<file path="src/rtl/fetch_pair_queue.sv">
// Dual-instruction fetch front end: reads an instruction pair per cycle from a
// synchronous memory, buffers pairs in a small FIFO and presents the head pair.
module fetch_pair_queue #(
  parameter int                DEPTH    = 4,
  parameter int                ADDR_W   = 8,
  parameter logic [ADDR_W-1:0] RESET_PC = '0
) (
  input  logic              clk,
  input  logic              rst_n,
  output logic              imem_rd_en,
  output logic [ADDR_W-1:0] imem_addr,
  input  logic [15:0]       imem_data1,
  input  logic [15:0]       imem_data2,
  input  logic              redirect_valid,
  input  logic [ADDR_W-1:0] redirect_pc,
  input  logic              stall_in,
  output logic [15:0]       instr1_out,
  output logic [15:0]       instr2_out,
  output logic              pair_valid,
  output logic [ADDR_W-1:0] pc_out,
  output logic              queue_full
);

  localparam int PTR_W = $clog2(DEPTH);
  localparam int CNT_W = PTR_W + 1;
  localparam logic [CNT_W-1:0] DEPTH_C = CNT_W'(DEPTH);

  typedef enum logic [1:0] {S_BOOT, S_RUN, S_REDIRECT} state_t;

  state_t            state_q, state_d;
  logic [ADDR_W-1:0] fetch_pc_q, fetch_pc_d;
  logic              inflight_q, inflight_d;
  logic [ADDR_W-1:0] infl_addr_q, infl_addr_d;
  logic [PTR_W-1:0]  head_q, head_d;
  logic [PTR_W-1:0]  tail_q, tail_d;
  logic [CNT_W-1:0]  count_q, count_d;

  logic [15:0]       i1_mem [DEPTH];
  logic [15:0]       i2_mem [DEPTH];
  logic [ADDR_W-1:0] pc_mem [DEPTH];

  logic             deq;
  logic             enq;
  logic [CNT_W-1:0] occupancy;

  assign pair_valid = (count_q != '0);
  assign queue_full = (count_q == DEPTH_C);
  assign deq        = pair_valid & ~stall_in & ~redirect_valid;
  // A returning pair is dropped when a redirect flushes the queue in the same cycle.
  assign enq        = inflight_q & ~redirect_valid;
  assign occupancy  = count_q + CNT_W'(inflight_q) - CNT_W'(deq);
  assign imem_rd_en = (state_q == S_RUN) && (occupancy < DEPTH_C);
  assign imem_addr  = imem_rd_en ? fetch_pc_q : '0;

  assign instr1_out = pair_valid ? i1_mem[head_q] : 16'h0;
  assign instr2_out = pair_valid ? i2_mem[head_q] : 16'h0;
  assign pc_out     = pair_valid ? pc_mem[head_q] : '0;

  // NOTE: every variable gets a default at the top of always_comb so no path infers a latch.
  always_comb begin
    state_d     = state_q;
    fetch_pc_d  = fetch_pc_q;
    inflight_d  = 1'b0;
    infl_addr_d = infl_addr_q;
    head_d      = head_q;
    tail_d      = tail_q;
    count_d     = count_q;

    unique case (state_q)
      S_BOOT:     state_d = S_RUN;
      S_RUN:      state_d = redirect_valid ? S_REDIRECT : S_RUN;
      S_REDIRECT: state_d = redirect_valid ? S_REDIRECT : S_RUN;
      default:    state_d = S_BOOT;
    endcase

    if (redirect_valid) begin
      fetch_pc_d = redirect_pc;
      head_d     = '0;
      tail_d     = '0;
      count_d    = '0;
    end else begin
      if (imem_rd_en) begin
        fetch_pc_d  = fetch_pc_q + ADDR_W'(2);
        inflight_d  = 1'b1;
        infl_addr_d = fetch_pc_q;
      end
      if (enq) tail_d = tail_q + 1'b1;
      if (deq) head_d = head_q + 1'b1;
      count_d = count_q + CNT_W'(enq) - CNT_W'(deq);
    end
  end

  // NOTE: sequential state uses non-blocking assignments so all flops update together.
  always_ff @(posedge clk or negedge rst_n) begin
    if (!rst_n) begin
      state_q     <= S_BOOT;
      fetch_pc_q  <= RESET_PC;
      inflight_q  <= 1'b0;
      infl_addr_q <= '0;
      head_q      <= '0;
      tail_q      <= '0;
      count_q     <= '0;
    end else begin
      state_q     <= state_d;
      fetch_pc_q  <= fetch_pc_d;
      inflight_q  <= inflight_d;
      infl_addr_q <= infl_addr_d;
      head_q      <= head_d;
      tail_q      <= tail_d;
      count_q     <= count_d;
    end
  end

  // NOTE: queue storage is not reset; count_q gates every read, so stale contents never escape.
  always_ff @(posedge clk) begin
    if (enq) begin
      i1_mem[tail_q] <= imem_data1;
      i2_mem[tail_q] <= imem_data2;
      pc_mem[tail_q] <= infl_addr_q;
    end
  end

endmodule
</file>
<file path="config.mk">
export PLATFORM = sky130hd
export DESIGN_NAME = fetch_pair_queue
export DESIGN_NICKNAME = d
export VERILOG_FILES = /design/src/rtl/fetch_pair_queue.sv
export SDC_FILE = /design/constraint.sdc
export NUM_CORES = 1
export LEC_CHECK = 0
export CORE_MARGIN = 2
export CORE_UTILIZATION = 40
export DETAILED_ROUTE_END_ITERATION = 7
export SYNTH_ARGS = -nofsm -noshare
export SYNTH_HDL_FRONTEND = slang
export SYNTH_SLANG_ARGS = --single-unit
export TNS_END_PERCENT = 100
</file>
<file path="constraint.sdc">
create_clock -name clk -period 2.8 [get_ports clk]
set_clock_uncertainty 0.05 [all_clocks]
set_input_delay 0.28 -clock clk [delete_from_list [all_inputs] [get_ports clk]]
set_output_delay 0.28 -clock clk [all_outputs]
set_load 0.02 [all_outputs]
</file>
-- After elaboration in Yosys (flattened, before gate mapping)
Memories as Yosys holds them, arrays and structs flattened.
Cells that the tools add are included.
- register bits: 26
- memory bits (writable): 160
- memories: 3
- $add $sub $neg: 7
- order comparisons: 1
- equality and inequality tests: 3
- muxes and demuxes: 17
- bitwise logic cells: 5
- reduce and logical (&&, ||, !) cells: 8
- memory list (name ; depth ; bits a word ; rd ports ; clocked after Yosys merged registers in ; write ports ; line ; RTL):
    i1_mem ; 4 ; 16 ; 1 ; 0 ; 1 ; 38 ; logic [15:0] i1_mem [DEPTH];
    i2_mem ; 4 ; 16 ; 1 ; 0 ; 1 ; 39 ; logic [15:0] i2_mem [DEPTH];
    pc_mem ; 4 ; 8 ; 1 ; 0 ; 1 ; 40 ; logic [ADDR_W-1:0] pc_mem [DEPTH];
- operator list (kind ; number):
    $mux W16 ; 2
    $mux W8 ; 4
    $mux W2 ; 5
    $add A8 B2 Y8 const B ; 1
    $add A3 B1 Y3 ; 2
    $reduce_bool A2 Y1 ; 3
    $sub A3 B1 Y3 ; 2
    $add A2 B1 Y2 const B ; 2
    $mux W1 ; 4
    $pmux W2 S2 ; 1
    $and A1 B1 Y1 ; 3
    $eq A3 B3 Y1 const B ; 1
    $lt A3 B3 Y1 const B ; 1
    $mux W3 ; 1
    $reduce_bool A3 Y1 ; 1
    $eq A2 B1 Y1 const B ; 1
    $eq A2 B2 Y1 const B ; 1
    $logic_not A2 Y1 ; 1
    $not A1 Y1 ; 2
    $reduce_and A2 Y1 ; 1
    $reduce_or A2 Y1 ; 1
    $logic_and A1 B1 Y1 ; 1

-- Depth between registers and ports, before layout
- word-level depth: 8
- mapped depth: 11
- depth with buffers taken out: 9

-- Least setup slack after synthesis
No wires, ideal clock.
- path kind: register to register
- from: register count_q[1]
- to: register infl_addr_q[0]
- setup time: 125 ps
- arrival: 2831 ps
- setup slack: -205 ps
- cell stages (with the launch flop): 11
- period minus slack after synthesis: 3005 ps
- path through: dfrtp_1 -> clkbuf_1 -> nor3_1 -> nor2_1 -> nand2_1 -> ha_1 -> a21bo_2 -> mux2i_1 -> o41ai_4 -> nor3_4 -> mux2_2
- cells in the longest elaborated chain, start to end: 7
- elaborated cells between the ends (all ways): 8
- RTL lines (item ; line ; RTL):
    start, declared ; 36 ; logic [CNT_W-1:0] count_q, count_d;
    start signal, assigned ; 110 ; count_q <= count_d;
    parallel branches: the longest is 3 deep, another holds $add A3 B1 Y3 ; n/a ;
    $sub A3 B1 Y3 * ; 51 ; assign occupancy = count_q + CNT_W'(inflight_q) - CNT_W'(deq);
    $lt A3 B3 Y1 * ; 52 ; assign imem_rd_en = (state_q == S_RUN) && (occupancy < DEPTH_C);
    $logic_and A1 B1 Y1 * ; 52 ;
    $reduce_and A2 Y1 (no line) * ; n/a ;
    end signal, assigned ; 107 ; infl_addr_q <= infl_addr_d;
    end, declared ; 33 ; logic [ADDR_W-1:0] infl_addr_q, infl_addr_d;
Mark *: on every way between the ends.
A chain may end at the register's enable or synchronous reset.

-- Worst setup path after layout
- from: register count_q[0]
- to: output imem_addr[5]
- cells in the longest elaborated chain, start to end: 7
- elaborated cells between the ends (all ways): 8
- RTL lines (item ; line ; RTL):
    parallel branches: the longest is 3 deep, another holds $add A3 B1 Y3 ; n/a ;
    $sub A3 B1 Y3 * ; 51 ;
    $lt A3 B3 Y1 * ; 52 ;
    $logic_and A1 B1 Y1 * ; 52 ;
    $mux W8 * ; 53 ; assign imem_addr = imem_rd_en ? fetch_pc_q : '0;
    end, declared ; 11 ; output logic [ADDR_W-1:0] imem_addr,
Marked as above.

==> flow_summary.json <==
{
  "post_synth_inst_count": 407,
  "synth-main-ff-cell": "sky130_fd_sc_hd__edfxtp_1",
  "syn_to_final_growth_pct": 29.31,
  "hold_path_class": "input pin to asynchronous set/reset pin",
  "drt_first_pass_iters": 4,
  "criticalPathCategory": "flop to output port",
  "grt_first_pass_wirelength_mm": 22.73,
  "drt-vias-per-instance": 5.166,
  "dr.first_iter.drc_count": 127,
  "wl_mm": 14.72,
  "post-route-drc-count": 0,
  "antenna_cells_inserted": 0,
  "post-route-min-period_ns": 2.845,
  "final_hold_viol_count": 0,
  "asyncSetResetFlopFracSynth_pct": 13.98,
  "tightest_slew_ns": 0.4283,
  "cellLeakagePower_nw": 3.275,
  "wire_per_inst_um": 18.70,
  "outcome": "finished with violations",
  "postLayoutCoreUtil_pct": 52.53,
  "share_of_the_yosys_chip_area_belonging_to_registers_pct": 72.03,
  "max_cap_violations": 0,
  "synth_edf_count": 160,
  "rsz0062_at_grt": "true",
  "detailroute.via_count": 4066,
  "detailedPlace.worstSlack_ns": -0.7248,
  "grt_pass1_vias": 4245,
  "die_w_um": 141.6,
  "synth_warnings": 0,
  "die_y_um": 141.6,
  "ratio_of_cells_with_drive_above_1_in_the_final_layout_pct": 28.03,
  "critPathLaunchType": "flop",
  "rows": 50,
  "port_buffers": 94,
  "hpwl_mm": 8.714,
  "synth.top_cells.by_area": "sky130_fd_sc_hd__edfxtp_1 (63%), sky130_fd_sc_hd__mux4_2 (12%), sky130_fd_sc_hd__dfrtp_1 (8.6%)",
  "initial_antenna_violation_count": 0,
  "critical_path.max_fanout": 6,
  "core_area_mm2": 0.01864,
  "grt_overflow_total": 0,
  "critPathSlowestCell": "sky130_fd_sc_hd__dfrtp_2",
  "initial_core_util_pct": 40.62,
  "design.die.area_mm2": 0.02005,
  "required_ns": 2.47,
  "dpl.cell_count": 740,
  "synth_top_area_share_pct": 63.44,
  "clockRootBuffer": "sky130_fd_sc_hd__clkbuf_16",
  "synth-seq-cells": 186,
  "boundaryPins": 95,
  "mapped_cell_area_mm2": 0.007574,
  "ant_nets": 0,
  "clock_tree.buffer_depth": 2,
  "power_mw": 9.479,
  "largest_net_degree_at_the_start_of_global_routing": 43,
  "cellPowerDensity_mw_per_mm2": 968.0,
  "synth_top_area_cell": "sky130_fd_sc_hd__edfxtp_1",
  "fmax_ghz": 0.3515,
  "timing.critical_path.arrival_ns": 2.51,
  "path_clk_slew_ns": 0.07,
  "clock_buffers_created_by_tritoncts": 17,
  "path_delay_family": "simple AND/OR/NAND/NOR gates",
  "grt.total_usage_pct": 15.24,
  "clock_insertion_delay_worst_skew_ns": 0.41,
  "synth.lib_cells_used.distinct": 45,
  "worst_ir_drop_vdd_v": 0.0007329,
  "violations": "setup timing",
  "slew_headroom_pct": 71.35,
  "cp_common_cell": "sky130_fd_sc_hd__buf_6",
  "tritoncts": "done",
  "hold_ws_ns": 0.1767,
  "crit_path_max_incr_delay_ns": 0.43,
  "final_report_max_slew_violation_count": 0,
  "globalplace.congestion": 0.8365,
  "end_kind": "output port",
  "cts_max_level": 4,
  "design.final.nets": 595,
  "clock_sink_count": 186,
  "critical_path.n_buffers_inverters": 2,
  "syn-num-nets": 462,
  "final_cell_count_no_fill": 787,
  "timing.critical_path.cells": "nor3_4 -> nor2_2 -> nand2_2 -> ha_4 -> a21bo_4 -> mux2i_4 -> buf_6 -> o41a_1 -> and3_4 -> buf_6",
  "avgSynthCellArea_um2": 18.61,
  "fin_crit_sh_pct": 101.6,
  "fin_ws_ns": -0.04478,
  "setup-violations-final": 8
}
## sequential cells by signal (all words and copies together) (netlist names)
register / flops
i1_mem: 64
i2_mem: 64
pc_mem: 32
fetch_pc_q: 8
infl_addr_q: 8
count_q: 3
head_q: 2
state_q: 2
tail_q: 2
inflight_q: 1
## logic make-up (layout without fill, tap and decap cells)
| logic type | after synthesis | in the layout | synth area share (%) |
|---|---|---|---|
| DFF | 186 | 186 | 72.03 |
| and+or+nand+nor | 99 | 99 | 7.534 |
| muxes | 51 | 51 | 13.50 |
| buffers and inverters | 31 | 177 | 1.635 |
| AOI/OAI and AO/OA | 23 | 23 | 2.693 |
| adders and majority gates | 11 | 11 | 1.916 |
| xor gates and xnor gates | 6 | 6 | 0.6939 |
## routing by layer
layer  global-route usage (%)  wire (µm)  vias up
met5                        0          0        -
met4                    5.211        189        0
met3                    3.577        601       17
met2                    25.01       7424      106
met1                    20.17       6503     2074
li1                         -          -     1869
## per-stage QoR
step | cell area (µm²) | setup TNS [ns]
after global placement | 9026 | -4.973
after CTS | 9726 | -0.2754
final | 9793 | -0.2026
after detailed placement | 9026 | -5.698
after floorplan | 7584 | 0
after global routing | 9793 | -1.136
## placed cells by master (no fill, tap or decap), drive strengths merged, types with 3 or more instances in the layout
cell	instances
inv	11
mux2	9
dfrtp	26
ha	10
nand3	7
o211ai	3
xnor2	5
clkdlybuf4s50	85
clkinv	9
nand2	8
buf	50
edfxtp	160
and3	5
and2	6
nor2	13
nor2b	44
nor3	9
mux4	40
clkbuf	20
## Yosys cell counts (6+ instances only)
cell type                  instances
sky130_fd_sc_hd__dfrtp_1          26
sky130_fd_sc_hd__nand2_1           8
sky130_fd_sc_hd__inv_1             9
sky130_fd_sc_hd__mux2_2            9
sky130_fd_sc_hd__nor2_1           12
sky130_fd_sc_hd__clkbuf_1         12
sky130_fd_sc_hd__mux4_2           40
sky130_fd_sc_hd__nand3_1           7
sky130_fd_sc_hd__nor3_1            8
sky130_fd_sc_hd__edfxtp_1        160
sky130_fd_sc_hd__and2_1            6
sky130_fd_sc_hd__ha_1             10
sky130_fd_sc_hd__buf_1             8
sky130_fd_sc_hd__nor2b_1          44
## final cells by class
| cell class | count | area, µm² |
|---|---|---|
| clock buffers | 20 | 436.7 |
| well taps | 234 | 292.8 |
| clock inverters | 12 | 98.84 |
| flip-flops and latches | 186 | 5459 |
| fillers | 1508 | 8850 |
| repair buffers | 135 | 1350 |
| multi-input cells | 190 | 2118 |
| inverters | 10 | 37.54 |
## where the power goes
part,switching (mW),internal [mW]
clock network,0.954,1.22
logic,1.78,1.92
registers,0.237,3.37
total,2.97,6.51
## worst register-to-register path, delay by kind of cell (launching register included)
family          cells  cell delay [ns]
flops               1             0.43
simple gates        4             0.55
mux                 2             0.48
compound gates      2             0.32
fa+ha+maj           1             0.20
buf+inv             4             0.57
## path summary, 6_finish.rpt
kind / startpoint / end / slack, ns / cells after the start
setup / recovery: count_q[0]$_DFF_PN0_ / imem_addr[5] / -0.04 / 10
hold / removal: rst_n / fetch_pc_q[0]$_DFFE_PN0P_ / 0.18 / 2
setup reg to reg: count_q[0]$_DFF_PN0_ / infl_addr_q[3]$_DFFE_PN0P_ / 0.09 / 13
hold reg to reg: infl_addr_q[6]$_DFFE_PN0P_ / pc_mem[2][6]$_DFFE_PP_ / 0.48 / 0
max in group asynchronous: rst_n / count_q[0]$_DFF_PN0_ / 2.23 / 2
min in group clk: redirect_pc[0] / fetch_pc_q[0]$_DFFE_PN0P_ / 0.44 / 2
## repair_timing
action                                  in CTS  in global routing
hold buffers                                 0                  0
gates resized for setup                     66                 14
endpoints found under the setup margin       9                 19
setup buffers                               13                  6
pin swaps                                   12                 14
(Power assumes the default switching activity.)
==> RTL edit, RTL diff (config.mk and constraints unchanged) <==
The parameter `DEPTH` goes from 4 to 8.
--- a/src/rtl/fetch_pair_queue.sv
+++ b/src/rtl/fetch_pair_queue.sv
@@ -2,5 +2,5 @@
 // synchronous memory, buffers pairs in a small FIFO and presents the head pair.
 module fetch_pair_queue #(
-  parameter int                DEPTH    = 4,
+  parameter int                DEPTH    = 8,
   parameter int                ADDR_W   = 8,
   parameter logic [ADDR_W-1:0] RESET_PC = '0
Function: changed (Yosys sat finds a counterexample within 10 cycles, from zero or initial values and one cycle with rst_n low).
==> RTL edit against the unedited design <==
The flow still finishes with violations (negative setup slack). Area after synthesis rose by 82%. Wire length rose by 100%. Setup slack got worse by 230 ps. Sequential power rose by 78%. Count of clock-buffer cells in the layout rose by 27. Total power rose by 74%. Design area rose by 76%. Sequential cell count rose by 163. Critical path type unchanged.
==> RTL edit: results (changes against the unedited design) <==
[outcome]
status=finished, violations left
violations=negative setup slack

[logic_synthesis]
async_flop_share_pct=8.31  ; -5.7 points
synth_area_leaders=edfxtp_1 (70%), mux4_2 (13%), dfrtp_1 (5.3%)
yosysUniqueCellTypes=44  ; -2.2%
synth_xor_area_share_pct=0.445  ; -0.25 points
ys_top_cells_by_count=edfxtp_1 (320), mux4_2 (80), nor2_1 (63), mux2i_1 (41), dfrtp_1 (29)
synthCells=676  ; +66%
synth_mux_area_share_pct=16.8  ; +3.3 points
synthAdderAreaFrac_pct=1.33  ; -0.59 points
syn_nets=734  ; +59%
synth_seq_area_share_pct=75.0  ; +3.0 points

[power_and_ir_drop]
p_leak_nw=5.65  ; +72%
peakVddDrop_uv=637  ; -13%
sequentialPower_mw=6.42  ; +78%

[clock_tree]
cts_resized=173  ; +160%
post_cts_buffers=19  ; +6
ctsLongestPathBuffers=3  ; +1
cts_buffers=38  ; +21
clk_latency_ps=510  ; +100 ps

[placement]
dpl_worst_slack_ps=-405  ; +320 ps
placedInstanceArea_um2=15600  ; +73%
dp_hpwl_mm=16.4  ; +88%
gp_congestion=0.764  ; -8.7%

[layout]
top_regs=i1_mem (128), i2_mem (128), pc_mem (64)
drive_gt1_share_pct=31.4  ; +3.3 points
final_nets=896  ; +51%

[routing]
wl_mm=29.8  ; +100%
firstDrtPassIters=5  ; +1
drt-vias-per-instance=5.31  ; +2.7%
drtIter0Drc=491  ; +290%
routedWlPerCell_um=22.6  ; +21%

[critical_path]
startpoint=count_q[3]
cp_slowest_stage_delay_ps=340  ; -90 ps
cp_slowest_cell=dfrtp_1

[timing]
setup_viol=9  ; +1
setup_slack_ps=-280  ; -235 ps

[global_route]
grt_max_degree=49  ; +14%

## RTL edit: changes by cell type after synthesis, moves of 7 or more
cell      unedited run  this run
buf_2                0        10
edfxtp_1           160       320
mux2i_1              2        41
mux4_2              40        80
nor2_1              12        63
nor2b_1             44         2
nor3_1               8         1
## RTL edit: routing by layer
| metal | track usage (%) | up-vias | routed length [µm] |
|---|---|---|---|
| met4 | 4.11 | 0 | 536 |
| met5 | 0 | - | 0 |
| met1 | 21.9 | 3625 | 12600 |
| met3 | 3.03 | 43 | 1510 |
| met2 | 29.3 | 232 | 15100 |
| li1 | - | 3078 | - |
## RTL edit: final cells by class
class | count | area, µm²
Fill cell | 2734 | 16500
Sequential cell | 349 | 10300
Multi-Input combinational cell | 286 | 3470
Timing Repair Buffer | 153 | 1590
Clock buffer | 47 | 1010
Tap cell | 448 | 561
Clock inverter | 22 | 211
Inverter | 10 | 37.5
